## config.mk

```make
export PLATFORM = sky130hd
export DESIGN_NAME = uart_bus_bridge
export DESIGN_NICKNAME = d
export VERILOG_FILES = /design/src/rtl/uart_bridge_pkg.sv /design/src/rtl/uart_fifo.sv /design/src/rtl/uart_bus_bridge.sv
export SDC_FILE = /design/constraint.sdc
export NUM_CORES = 1
export LEC_CHECK = 0
export ABC_AREA = 1
export ABC_CLOCK_PERIOD_IN_PS = 2400
export CORE_ASPECT_RATIO = 2
export CORE_MARGIN = 2
export CORE_UTILIZATION = 40
export CTS_CLUSTER_SIZE = 30
export DETAILED_ROUTE_END_ITERATION = 10
export SLEW_MARGIN = 20
export SYNTH_ARGS = -nofsm -noshare
export SYNTH_HDL_FRONTEND = slang
export SYNTH_SLANG_ARGS = --single-unit
```

## constraint.sdc

```tcl
create_clock -name i_clk -period 2.4 [get_ports i_clk]
set_clock_uncertainty 0.05 [all_clocks]
set_input_delay 0.48 -clock i_clk [delete_from_list [all_inputs] [get_ports i_clk]]
set_output_delay 0.48 -clock i_clk [all_outputs]
set_load 0.02 [all_outputs]
```

## src/rtl/uart_bridge_pkg.sv

```systemverilog
// ============================================================================
// Module   : uart_bridge_pkg
// Purpose  : Register map, bit positions and TX FSM states for uart_bus_bridge
// Revision : 1.0 - initial release
// ============================================================================
`default_nettype none

package uart_bridge_pkg;

   localparam logic [1:0] c_addr_ctrl   = 2'd0;
   localparam logic [1:0] c_addr_status = 2'd1;
   localparam logic [1:0] c_addr_txdata = 2'd2;
   localparam logic [1:0] c_addr_rxdata = 2'd3;

   localparam int c_ctrl_en       = 0;
   localparam int c_ctrl_br_lsb   = 4;
   localparam int c_ctrl_clk_lsb  = 8;
   localparam int c_ctrl_txflush  = 16;
   localparam int c_ctrl_rxflush  = 17;

   localparam int c_stat_txbusy    = 0;
   localparam int c_stat_rxne      = 1;
   localparam int c_stat_txfull    = 2;
   localparam int c_stat_rxfull    = 3;
   localparam int c_stat_rxovr     = 4;
   localparam int c_stat_txovr     = 5;
   localparam int c_stat_txlvl_lsb = 8;
   localparam int c_stat_rxlvl_lsb = 12;

   typedef enum logic [1:0] {
      ST_IDLE      = 2'd0,
      ST_REQ       = 2'd1,
      ST_WAIT_DONE = 2'd2,
      ST_GAP       = 2'd3
   } tx_state_t;

   // Level fields are 4 bits wide regardless of FIFO depth.
   function automatic logic [3:0] f_sat_level(input logic [31:0] lvl);
      return (lvl > 32'd15) ? 4'hF : lvl[3:0];
   endfunction

endpackage

`default_nettype wire

```

## src/rtl/uart_fifo.sv

```systemverilog
// ============================================================================
// Module   : uart_fifo
// Purpose  : Byte-wide synchronous FIFO with push/pop/flush and occupancy
// Revision : 1.0 - initial release
// ============================================================================
`default_nettype none

module uart_fifo #(
   parameter int FIFO_DEPTH = 8,
   parameter int CNT_W      = 4
) (
   input  logic             i_clk,
   input  logic             i_rst,
   input  logic             i_push,
   input  logic             i_pop,
   input  logic             i_flush,
   input  logic [7:0]       i_wdata,
   output logic [7:0]       o_rdata,
   output logic             o_full,
   output logic             o_empty,
   output logic [CNT_W-1:0] o_level
);

   localparam int c_ptr_w = $clog2(FIFO_DEPTH);

   logic [7:0]         r_mem [FIFO_DEPTH];
   logic [c_ptr_w-1:0] r_wr_ptr;
   logic [c_ptr_w-1:0] r_rd_ptr;
   logic [CNT_W-1:0]   r_count;
   logic               w_push_ok;
   logic               w_pop_ok;

   assign o_full    = (r_count == CNT_W'(FIFO_DEPTH));
   assign o_empty   = (r_count == '0);
   assign o_level   = r_count;
   assign o_rdata   = r_mem[r_rd_ptr];
   // A push into a full FIFO is still taken when the head leaves in the same cycle.
   assign w_push_ok = i_push && (!o_full || i_pop);
   assign w_pop_ok  = i_pop && !o_empty;

   always_ff @(posedge i_clk or negedge i_rst) begin
      if (!i_rst) begin
         r_wr_ptr <= '0;
         r_rd_ptr <= '0;
         r_count  <= '0;
      end else if (i_flush) begin
         r_wr_ptr <= '0;
         r_rd_ptr <= '0;
         r_count  <= '0;
      end else begin
         if (w_push_ok) r_wr_ptr <= r_wr_ptr + c_ptr_w'(1);
         if (w_pop_ok)  r_rd_ptr <= r_rd_ptr + c_ptr_w'(1);
         r_count <= r_count + CNT_W'(w_push_ok) - CNT_W'(w_pop_ok);
      end
   end

   always_ff @(posedge i_clk) begin
      if (w_push_ok && !i_flush) r_mem[r_wr_ptr] <= i_wdata;
   end

endmodule

`default_nettype wire

```

## src/rtl/uart_bus_bridge.sv

```systemverilog
// ============================================================================
// Module   : uart_bus_bridge
// Purpose  : CPU register front end for the UART core with TX/RX byte FIFOs
// Revision : 1.0 - initial release
// ============================================================================
`default_nettype none

module uart_bus_bridge
   import uart_bridge_pkg::*;
#(
   parameter int FIFO_DEPTH = 8,
   parameter int CNT_W      = 4
) (
   input  logic        i_clk,
   input  logic        i_rst,
   input  logic [1:0]  i_addr,
   input  logic        i_we,
   input  logic        i_re,
   input  logic [31:0] i_wdata,
   output logic [31:0] o_rdata,
   output logic        o_rvalid,
   output logic        o_en,
   output logic [3:0]  o_br,
   output logic [7:0]  o_clk_dec,
   output logic        o_str_tx,
   output logic [7:0]  o_data_tx,
   input  logic        i_busy_tx,
   input  logic        i_rxne,
   input  logic [7:0]  i_data_rx
);

   logic             r_en;
   logic [3:0]       r_br;
   logic [7:0]       r_clk_dec;
   logic             r_rxovr, r_txovr, r_rxne_q;
   logic [31:0]      r_rdata;
   logic             r_rvalid;
   tx_state_t        r_state, w_state_nxt;
   logic             r_str_tx, w_str_nxt;
   logic [7:0]       r_data_tx, w_data_nxt;
   logic             w_tx_pop;

   logic             w_wr_ctrl, w_wr_stat, w_wr_tx, w_rd_rx;
   logic             w_tx_flush, w_rx_flush, w_rx_push, w_rx_pop;
   logic             w_tx_full, w_tx_empty, w_rx_full, w_rx_empty;
   logic [7:0]       w_tx_head, w_rx_head;
   logic [CNT_W-1:0] w_tx_level, w_rx_level;
   logic [31:0]      w_status, w_rd_data;
   logic             w_unused;

   assign w_wr_ctrl  = i_we && (i_addr == c_addr_ctrl);
   assign w_wr_stat  = i_we && (i_addr == c_addr_status);
   assign w_wr_tx    = i_we && (i_addr == c_addr_txdata);
   assign w_rd_rx    = i_re && (i_addr == c_addr_rxdata);
   assign w_tx_flush = w_wr_ctrl && i_wdata[c_ctrl_txflush];
   assign w_rx_flush = w_wr_ctrl && i_wdata[c_ctrl_rxflush];
   // One push per frame even if the core holds RXNE for several cycles.
   assign w_rx_push  = i_rxne && !r_rxne_q && r_en;
   assign w_rx_pop   = w_rd_rx && !w_rx_empty;
   assign w_unused   = ^i_wdata[31:18];

   uart_fifo #(.FIFO_DEPTH(FIFO_DEPTH), .CNT_W(CNT_W)) u_tx_fifo (
      .i_clk   (i_clk),
      .i_rst   (i_rst),
      .i_push  (w_wr_tx),
      .i_pop   (w_tx_pop),
      .i_flush (w_tx_flush),
      .i_wdata (i_wdata[7:0]),
      .o_rdata (w_tx_head),
      .o_full  (w_tx_full),
      .o_empty (w_tx_empty),
      .o_level (w_tx_level)
   );

   uart_fifo #(.FIFO_DEPTH(FIFO_DEPTH), .CNT_W(CNT_W)) u_rx_fifo (
      .i_clk   (i_clk),
      .i_rst   (i_rst),
      .i_push  (w_rx_push),
      .i_pop   (w_rx_pop),
      .i_flush (w_rx_flush),
      .i_wdata (i_data_rx),
      .o_rdata (w_rx_head),
      .o_full  (w_rx_full),
      .o_empty (w_rx_empty),
      .o_level (w_rx_level)
   );

   always_ff @(posedge i_clk or negedge i_rst) begin
      if (!i_rst) begin
         r_en      <= 1'b0;
         r_br      <= '0;
         r_clk_dec <= '0;
         r_rxovr   <= 1'b0;
         r_txovr   <= 1'b0;
         r_rxne_q  <= 1'b0;
      end else begin
         r_rxne_q <= i_rxne;
         if (w_wr_ctrl) begin
            r_en      <= i_wdata[c_ctrl_en];
            r_br      <= i_wdata[c_ctrl_br_lsb +: 4];
            r_clk_dec <= i_wdata[c_ctrl_clk_lsb +: 8];
         end
         if (w_wr_stat && i_wdata[c_stat_rxovr]) r_rxovr <= 1'b0;
         if (w_wr_stat && i_wdata[c_stat_txovr]) r_txovr <= 1'b0;
         if (w_rx_push && w_rx_full && !w_rx_pop) r_rxovr <= 1'b1;
         if (w_wr_tx && w_tx_full && !w_tx_pop)   r_txovr <= 1'b1;
      end
   end

   always_ff @(posedge i_clk or negedge i_rst) begin
      if (!i_rst) begin
         r_state   <= ST_IDLE;
         r_str_tx  <= 1'b0;
         r_data_tx <= '0;
      end else begin
         r_state   <= w_state_nxt;
         r_str_tx  <= w_str_nxt;
         r_data_tx <= w_data_nxt;
      end
   end

   always_comb begin
      w_state_nxt = r_state;
      w_str_nxt   = r_str_tx;
      w_data_nxt  = r_data_tx;
      w_tx_pop    = 1'b0;
      if (!r_en) begin
         w_state_nxt = ST_IDLE;
         w_str_nxt   = 1'b0;
         w_data_nxt  = '0;
      end else begin
         case (r_state)
            ST_IDLE: begin
               if (!w_tx_empty) begin
                  w_tx_pop    = 1'b1;
                  w_data_nxt  = w_tx_head;
                  w_str_nxt   = 1'b1;
                  w_state_nxt = ST_REQ;
               end
            end
            ST_REQ:       if (i_busy_tx) w_state_nxt = ST_WAIT_DONE;
            ST_WAIT_DONE: begin
               if (!i_busy_tx) begin
                  w_str_nxt   = 1'b0;
                  w_state_nxt = ST_GAP;
               end
            end
            ST_GAP:       w_state_nxt = ST_IDLE;
            default:      w_state_nxt = ST_IDLE;
         endcase
      end
   end

   always_comb begin
      w_status                            = '0;
      w_status[c_stat_txbusy]             = !w_tx_empty || (r_state != ST_IDLE);
      w_status[c_stat_rxne]               = !w_rx_empty;
      w_status[c_stat_txfull]             = w_tx_full;
      w_status[c_stat_rxfull]             = w_rx_full;
      w_status[c_stat_rxovr]              = r_rxovr;
      w_status[c_stat_txovr]              = r_txovr;
      w_status[c_stat_txlvl_lsb +: 4]     = f_sat_level(32'(w_tx_level));
      w_status[c_stat_rxlvl_lsb +: 4]     = f_sat_level(32'(w_rx_level));
   end

   always_comb begin
      w_rd_data = '0;
      case (i_addr)
         c_addr_ctrl: begin
            w_rd_data[c_ctrl_en]             = r_en;
            w_rd_data[c_ctrl_br_lsb +: 4]    = r_br;
            w_rd_data[c_ctrl_clk_lsb +: 8]   = r_clk_dec;
         end
         c_addr_status: w_rd_data = w_status;
         c_addr_rxdata: if (!w_rx_empty) w_rd_data[7:0] = w_rx_head;
         default:       w_rd_data = '0;
      endcase
   end

   always_ff @(posedge i_clk or negedge i_rst) begin
      if (!i_rst) begin
         r_rdata  <= '0;
         r_rvalid <= 1'b0;
      end else begin
         r_rvalid <= i_re;
         r_rdata  <= i_re ? w_rd_data : '0;
      end
   end

   assign o_rdata   = r_rdata;
   assign o_rvalid  = r_rvalid;
   assign o_en      = r_en;
   assign o_br      = r_br;
   assign o_clk_dec = r_clk_dec;
   assign o_str_tx  = r_str_tx;
   assign o_data_tx = r_data_tx;

endmodule

`default_nettype wire

```

# After elaboration in Yosys (flattened, before gate mapping)
# Memories as Yosys holds them, arrays and structs flattened.
# Cells that the tools add are included.
[op_classes] eq_ne=14 mux=39 reduce_logical=47 n_addsub=8
[ops] op="two-way mux 8 bit" n=4
[ops] op="two-way mux 3 bit" n=8
[ops] op="logical AND 1 bit" n=21
[ops] op="two-way mux 16 bit" n=1
[ops] op="case mux 8 bit (2 select lines)" n=1
[ops] op="two-way mux 1 bit" n=14
[ops] op="nonzero test 2 bit" n=7
[ops] op="adder 3 x 1 -> 3 bit, second input constant" n=4
[ops] op="case mux 4 bit (3 select lines)" n=1
[ops] op="zero test 1 bit" n=9
[ops] op="inequality test 3 bit, second input constant" n=3
[ops] op="adder 4 x 1 -> 4 bit" n=2
[ops] op="== test 2 bit, second input constant" n=4
[ops] op="== test 4 bit, second input constant" n=2
[ops] op="zero test 4 bit" n=2
[ops] op="two-way mux 2 bit" n=4
[ops] op="two-way mux 4 bit" n=2
[ops] op="case mux 2 bit (4 select lines)" n=1
[ops] op="subtractor 4 x 1 -> 4 bit" n=2
[ops] op="case mux 3 bit (2 select lines)" n=1
[ops] op="AND reduction 3 bit" n=2
[ops] op="== test 2 x 1 -> 1 bit, second input constant" n=2
[ops] op="zero test 2 bit" n=2
[ops] op="logical OR 1 bit" n=3
[ops] op="other kinds (6)" n=6
[word_totals] regBits=64 mem_count=2 word_cells=127 inputBits=48 mem_bits_rw=128
[memory_table] name="u_rx_fifo.r_mem" depth=8 width=8 rd=1 rd_ports_with_merged_regs=0 wr=1 line_no="uart_fifo.sv:26" rtl="logic [7:0] r_mem [FIFO_DEPTH];"
[memory_table] name="u_tx_fifo.r_mem" depth=8 width=8 rd=1 rd_ports_with_merged_regs=0 wr=1 line_no="uart_fifo.sv:26"

# Logic depth before layout (Yosys ltp)
# Gate-level depths: netlist of the first run.
[depth] word_depth=9 depth_mapped=14

# Cells and area by module
# A second synthesis of the first run with hierarchy kept.
[hier_totals] cells_unflattened=987 hier_area_um2=9141.3
[by_module_without_submodules] module="uart_fifo" area_each_um2=3534.6 n_inst=2 cells_each=370 seq_area_each_um2=2172.1
[by_module_without_submodules] module="uart_bus_bridge" area_each_um2=2072.0 n_inst=1 cells_each=247 seq_area_each_um2=1101.1

# Least setup slack after synthesis of the first run
# Ideal clock, no wire load.
[synth_path] path_kind="reg2reg" start="register u_tx_fifo.r_count[2], in the netlist u_tx_fifo.o_level[2]" end="register u_tx_fifo.r_count[2], in the netlist u_tx_fifo.o_level[2]" slack_ns=0.131 path_buffers=1 setup_time_ns=0.113 period_less_slack_ns=2.269 t_arrival_ns=2.107 stages_incl_launch_ff=14 t_required_ns=2.237 cell_sequence="dfrtp_1 inv_1 ha_1 nand3_2 nand3_2 inv_2 buf_2 ha_1 inv_1 ha_1 fa_1 xor2_1 nand2_1 inv_1"
[synth_via] elab_chain_cells=9 word_cells_on_any_way=13 cone_classes="2 x add/sub; 1 x eq/ne; 4 x mux; 6 x reduce/logical"
[synth_rtl] element="from (decl)" line_no="uart_fifo.sv:29" rtl="logic [CNT_W-1:0] r_count;"
[synth_rtl] element="from (signal assigned)" line_no="uart_fifo.sv:53" rtl="r_count <= r_count + CNT_W'(w_push_ok) - CNT_W'(w_pop_ok);"
[synth_rtl] element="zero test 4 bit" line_no="uart_fifo.sv:34" rtl="assign o_empty = (r_count == '0);"
[synth_rtl] element="two-way mux 1 bit" line_no="uart_bus_bridge.sv:134" rtl="if (!w_tx_empty) begin"
[synth_rtl] element="two-way mux 1 bit" line_no="uart_bus_bridge.sv:132" rtl="case (r_state)"
[synth_rtl] element="two-way mux 1 bit" line_no="uart_bus_bridge.sv:127" rtl="if (!r_en) begin"
[synth_rtl] element="logical OR 1 bit" line_no="uart_fifo.sv:38" rtl="assign w_push_ok = i_push && (!o_full || i_pop);"
[synth_rtl] element="logical AND 1 bit" line_no="uart_fifo.sv:38"
[synth_rtl] element="adder 4 x 1 -> 4 bit" line_no="uart_fifo.sv:53"
[synth_rtl] element="subtractor 4 x 1 -> 4 bit (*)" line_no="uart_fifo.sv:53"
[synth_rtl] element="two-way mux 4 bit (*)" line_no="uart_fifo.sv:46" rtl="end else if (i_flush) begin"
# Mark *: on every way between the ends. The rest lies on a longest branch, timed or not.
# A chain may end at the register's enable or synchronous reset.

# Worst setup path in the final report of the first run
# Same ends and word-level chain as after synthesis.

==> reports/metrics.cfg, run 1 <==
[timing]
finalHoldViolations=0
period_minus_slack_ns=2.29
maxSlewHeadroom_pct=58.0
setup_viol=0
fin_tns_setup_ns=0
post-route-period-util_pct=95.4
setup_ws_ns=0.111
worstMarginPinSlew_ns=0.630
slew_viol_final=0
whs_ns=0.437
fmax_mhz=437
rsz0062_at_grt=false

[worst_setup_path]
critPathLaunchType=flip-flop
crit_arrival_ns=2.56
crit_type=reg2reg
r2r_end=u_tx_fifo.o_level[2]
crit_fanout=4
worstSetupEndpointType=flip-flop
r2r-start=u_tx_fifo.o_level[2]
r2r_setup_slack_ns=0.11
r2r.worst_path.cells=12
crit_required_ns=2.67

[global_route]
grt_util_all_layers_pct=20.5
antenna_found_initial=0
grt_start_max_net_pins=36
grt_pass1_vias=6108
grt_first_pass_wirelength_um=33100
grt_remaining_overflow=0

[place]
post-place-ws_ns=-0.136
place_congestion=0.859
hpwl_um=16400
numPortBuffers=72

[logic_synthesis]
syn_area_per_cell_um2=10.4
synth_commonest_cells=nand2_1, edfxtp_1, inv_1, nand3_1, nor2_1
syn_inst=810
seq_area_frac_synth_pct=64.8
syn-cell-area_mm2=0.00840
synth_top_cell_by_area=edfxtp_1
synth_area_leaders=edfxtp_1, dfrtp_1, nand2_1
synth_warnings=0
ys_types=30
async_flop_share_pct=33.3
ys_ff_latch=192
synth_top_area_share_pct=45.7
synth.most_common_cell=nand2_1
synthFlopType=edfxtp_1
synth-edff-count=128

[min_path]
hp-class=reg2reg
hp-start=o_data_tx[7]
hold_end=o_data_tx[7]
min_delay_path_depth=2

[power]
p_leak_nw=4.42
power.total_w=0.0104
ir_drop_v=0.000488
power.density_mw_per_mm2=1010

[finish]
synthToLayoutAreaGrowth_pct=22.8
n_antenna_cell=0
layout.nets=995
drive_gt1_share_pct=13.0
final_core_util_pct=49.5
fillers=1947

[cts]
clk_latency_ns=0.43
clkTransAtPathRegs_ns=0.07
clock_tree.root_cell=clkbuf_16
cts_buffers=17
h-tree-depth=4
cts_sinks=192
cts_tree=yes
cts_buffer_depth=2

[run]
maxCapViolations=0

[detailed_routing]
drt_wl_total_um=21700
drt_first_pass_iters=5
drc=0
wire_per_inst_um=18.0
final_antenna_net_count=0
first_iter_violations=275
vias=5925
via_per_inst=4.90

[floorplan]
placementRows=75
start_util_pct=40.3
dieArea_mm2=0.0223
core-area_mm2=0.0208
die_w_um=106
fp.dieH_um=209
io_pins=103

[run_status]
status=complete, no violations

## flip-flops by register name (all words and copies together) (netlist names)
register,count
o_en,1
u_tx_fifo.r_wr_ptr,3
o_str_tx,1
u_rx_fifo.r_mem,64
u_rx_fifo.o_level,4
r_rxne_q,1
u_rx_fifo.r_rd_ptr,3
o_rvalid,1
r_txovr,1
u_rx_fifo.r_wr_ptr,3
u_tx_fifo.o_level,4
o_br,4
r_state,2
u_tx_fifo.r_rd_ptr,3
r_rxovr,1
o_data_tx,8
u_tx_fifo.r_mem,64
o_rdata,16
o_clk_dec,8
## kinds of logic after synthesis
logic type | Yosys count | share of synthesized area, %
compound gates | 88 | 5.91
xor+xnor | 4 | 0.417
fa+ha+maj | 21 | 3.31
buf+inv | 142 | 7.37
flops | 192 | 64.8
other cells | 1 | 0.0446
simple gates | 362 | 18.1
## repair_timing
item / 4_1_cts / 5_1_grt
resized for setup: 0 / 8
hold buffers: 1 / 0
buffers inserted: 0 / 2
endpoints found under the hold margin: 29 / 0
setup endpoints to repair: 0 / 5
## through the flow
step / cells / instance area [um2]
after floorplan: 825 / 8460
after global placement: 1173 / 9660
after detailed placement: 1173 / 9660
after CTS: 1206 / 10300
after global routing: 1208 / 10300
final: 1208 / 10300
## worst max path at each step
| stage | from | to | slack, ns | depth (start not counted) |
|---|---|---|---|---|
| floorplan | u_tx_fifo.o_level[2] | u_tx_fifo.o_level[2] | 0.13 | 13 |
| global placement | i_addr[1] | u_rx_fifo.o_level[2] | -0.12 | 12 |
| detailed placement | i_addr[1] | u_rx_fifo.o_level[2] | -0.14 | 12 |
| CTS | u_tx_fifo.o_level[2] | u_tx_fifo.o_level[2] | 0.02 | 12 |
| global route | u_tx_fifo.o_level[2] | u_tx_fifo.o_level[3] | 0.004 | 13 |
| finish | u_tx_fifo.o_level[2] | u_tx_fifo.o_level[2] | 0.11 | 12 |
## layout by cell type (no fill, tap or decap), drive strengths merged, types with 19 or more instances in the layout
cell           count
a21oi             21
buf               56
clkdlybuf4s50     71
dfrtp             64
edfxtp           128
ha                19
inv              101
nand2            205
nand3             74
nor2              72
o21ai             46
## power breakdown
group          leakage [nW]  internal [W]  switching, W
registers              1.98       0.00391      0.000359
logic                  2.14       0.00126       0.00207
clock network         0.297       0.00152       0.00133
## critical path, cell delays in order (launching register included)
cell and delay [ns]:
dfrtp_1 0.39, inv_1 0.09, ha_2 0.19, nand3_4 0.12, nand3_4 0.13, inv_2 0.05
ha_1 0.28, inv_1 0.05, ha_1 0.22, fa_2 0.34, xor2_1 0.16, nand2_1 0.07
inv_1 0.04
## layer usage
layer	GRT usage, %	share of wire [%]
met3	2.68	2.9
met2	41.0	59
met4	13.6	6.7
met1	18.3	31
met5	0	0
## area by class of cell
type	instances	area [um2]	area share [%]
Sequential cell	192	5450	52.8
Multi-Input combinational cell	491	2420	23.5
Timing Repair Buffer	128	1150	11.2
Clock buffer	18	439	4.26
Inverter	96	360	3.49
Tap cell	269	337	3.26
Clock inverter	14	163	1.58
No activity file was read; power rests on OpenSTA's default activity.
==> run 2: changes to the inputs <==
--- a/config.mk
+++ b/config.mk
@@ -8,9 +8,7 @@
 export ABC_AREA = 1
 export ABC_CLOCK_PERIOD_IN_PS = 2400
 export CORE_ASPECT_RATIO = 2
-export CORE_MARGIN = 2
 export CORE_UTILIZATION = 40
-export CTS_CLUSTER_SIZE = 30
 export DETAILED_ROUTE_END_ITERATION = 10
 export SLEW_MARGIN = 20
 export SYNTH_ARGS = -nofsm -noshare
==> run 2 against run 1 <==
Effect of this change: critical path depth unchanged; largest cell class unchanged; sequential share of layout area is 0.49 points higher; sequential power about the same; non-clock buffer count shrank 7.
==> reports/metrics.cfg, run 2 (same netlist as run 1, synthesis figures left out) <==
[global_route]
grt-busiest-layer=met2
use_met2_pct=43.0  ; +2.1 points
grt_util_all_layers_pct=21.4  ; +0.83 points
grt_pass1_vias=5894  ; -3.5%
grt_remaining_overflow=0  ; unchanged
met3_usage_pct=2.76  ; +0.080 points
grtUsageMet1_pct=20.0  ; +1.7 points
antenna_found_initial=0  ; unchanged
grt_start_max_net_pins=35  ; -2.8%
grt_first_pass_wirelength_um=33300  ; +0.75%

[worst_setup_path]
critPathLaunchType=flip-flop
max_stage_delay_ns=0.41  ; +0.02 ns
crit_arrival_ns=2.57  ; about the same
crit_fanout=4  ; unchanged
r2r.worst_path.cells=12  ; unchanged
critPathSlowestCell=dfrtp_1
crit_path_cell_trace=inv_1 > ha_1 > nand3_2 > nand3_4 > inv_2 > ha_1 > inv_1 > ha_1 > fa_1 > xor2_1 > nand2_1 > inv_1
r2r_end=u_tx_fifo.o_level[2]
r2r_setup_slack_ns=0.11  ; about the same
r2r-start=u_tx_fifo.o_level[3]
worstSetupEndpointType=flip-flop
path_buf_inv=4  ; unchanged
crit_type=reg2reg
crit_required_ns=2.68  ; about the same
crit_start=u_tx_fifo.o_level[3]
path_delay_family=adder cells

[timing]
rsz0062_at_grt=false
maxSlewHeadroom_pct=52.5  ; -5.4 points
period_minus_slack_ns=2.29  ; +0.000142 ns
setup_viol=0  ; unchanged
post-route-period-util_pct=95.4  ; about the same
finalHoldViolations=0  ; unchanged
fmax_mhz=437  ; about the same
slew_viol_final=0  ; unchanged
worstMarginPinSlew_ns=0.712  ; +0.0816 ns

[run_status]
status=complete, no violations

[power]
p_sw_share_pct=36.6  ; +0.65 points
seqPwrFrac_pct=41.2  ; +0.3 points
pwr-share-clk_pct=26.8  ; -0.4 points
p_comb_share_pct=32.0  ; about the same
power.switching_w=0.00377  ; +0.34%
ir_drop_v=0.000514  ; +5.5%
p_leak_nw=4.37  ; -0.96%
power.total_w=0.0103  ; -1.4%
power.density_mw_per_mm2=1010  ; -0.52%
p_int_w=0.00652  ; -2.4%

[cts]
cts_sinks=192  ; unchanged
cts_buffers=17  ; unchanged
cts_tree=yes
cts_buffer_depth=2  ; unchanged
cts_resized=0  ; unchanged
cts_setup_buffers=0  ; unchanged
clock_tree.root_cell=clkbuf_16
h-tree-depth=4  ; unchanged
clkTransAtPathRegs_ns=0.08  ; about the same
postCtsHoldBufs=0  ; -1
clk_latency_ns=0.44  ; about the same

[finish]
layout.nets=988  ; -0.70%
seq_area_mm2=0.00545  ; unchanged
mostFrequentLayoutCells=nand2_1, edfxtp_1, inv_1, nand3_1, clkdlybuf4s50_1
fillers=1873  ; -3.8%
layout_commonest_cell=nand2_1
synthToLayoutAreaGrowth_pct=21.7
multi_input_area_mm2=0.00241  ; -0.41%
drive_gt1_share_pct=12.1  ; -0.87 points
final_core_util_pct=50.0  ; +0.43 points
n_antenna_cell=0  ; unchanged

[detailed_routing]
drt_first_pass_iters=5  ; unchanged
drc=0  ; unchanged
first_iter_violations=308  ; +12%
via_per_inst=4.92  ; +0.41%
vias=5900  ; -0.42%
wire_per_inst_um=18.2  ; +1.3%
drt_wl_total_um=21900  ; +0.51%
final_antenna_net_count=0  ; unchanged

[floorplan]
die_w_um=104  ; -1.9%
dieArea_mm2=0.0216  ; -2.8%
io_pins=103  ; unchanged
fp.dieH_um=207  ; -0.96%
core-area_mm2=0.0205  ; -1.8%
start_util_pct=41.1  ; +0.73 points
placementRows=74  ; -1.3%

[place]
place_congestion=0.893  ; +3.9%
numPortBuffers=72  ; unchanged
hpwl_um=16400  ; about the same

[min_path]
hp-class=in2async

[run]
maxCapViolations=0  ; unchanged

-- run 2: through the flow --
step / instance area, um2 / TNS [ns] / setup slack (ns) / cells / hold slack (ns)
floorplan: 8460 / 0 / 0.131 / 825 / 0.134
global placement: 9640 / -1.06 / -0.130 / 1166 / 0.409
detailed placement: 9640 / -1.82 / -0.129 / 1166 / 0.417
CTS: 10200 / 0 / 0.0506 / 1198 / 0.0579
global route: 10200 / 0 / 0.00429 / 1198 / 0.0736
finish: 10200 / 0 / 0.110 / 1198 / 0.0389
-- run 2: per-layer routing --
| metal | routed length [um] | up-vias | part of all wire, % |
|---|---|---|---|
| met3 | 657 | 56 | 3.0 |
| met4 | 1150 | 0 | 5.3 |
| li1 | - | 2864 | - |
| met2 | 12900 | 163 | 59 |
| met1 | 7120 | 2817 | 33 |
| met5 | 0 | - | 0 |
-- run 2: final cells by class --
class | instances | area share, %
clock buffer | 18 | 4.20
clock inverter | 14 | 1.33
inverter | 96 | 3.52
multi-input combinational | 491 | 23.6
sequential | 192 | 53.3
tap | 266 | 3.26
timing repair buffer | 121 | 10.8
-- run 2: worst max path at each step --
stage / to / cells past startpoint
after floorplan: u_tx_fifo.o_level[2] / 13
after global placement: u_rx_fifo.o_level[2] / 12
after detailed placement: u_rx_fifo.o_level[2] / 12
after CTS: u_tx_fifo.o_level[2] / 12
after global routing: u_rx_fifo.o_level[2] / 12
final: u_tx_fifo.o_level[2] / 12
-- run 2: power by group through the flow --
| stage | registers (W) | clock network (W) | logic (W) |
|---|---|---|---|
| after global placement | 0.00431 | 0 | 0.00327 |
| after floorplan | 0.00432 | 0 | 0.00205 |
| after detailed placement | 0.00431 | 0 | 0.00330 |
| after global routing | 0.00429 | 0.00293 | 0.00368 |
| final | 0.00424 | 0.00276 | 0.00330 |
| after CTS | 0.00424 | 0.00281 | 0.00332 |
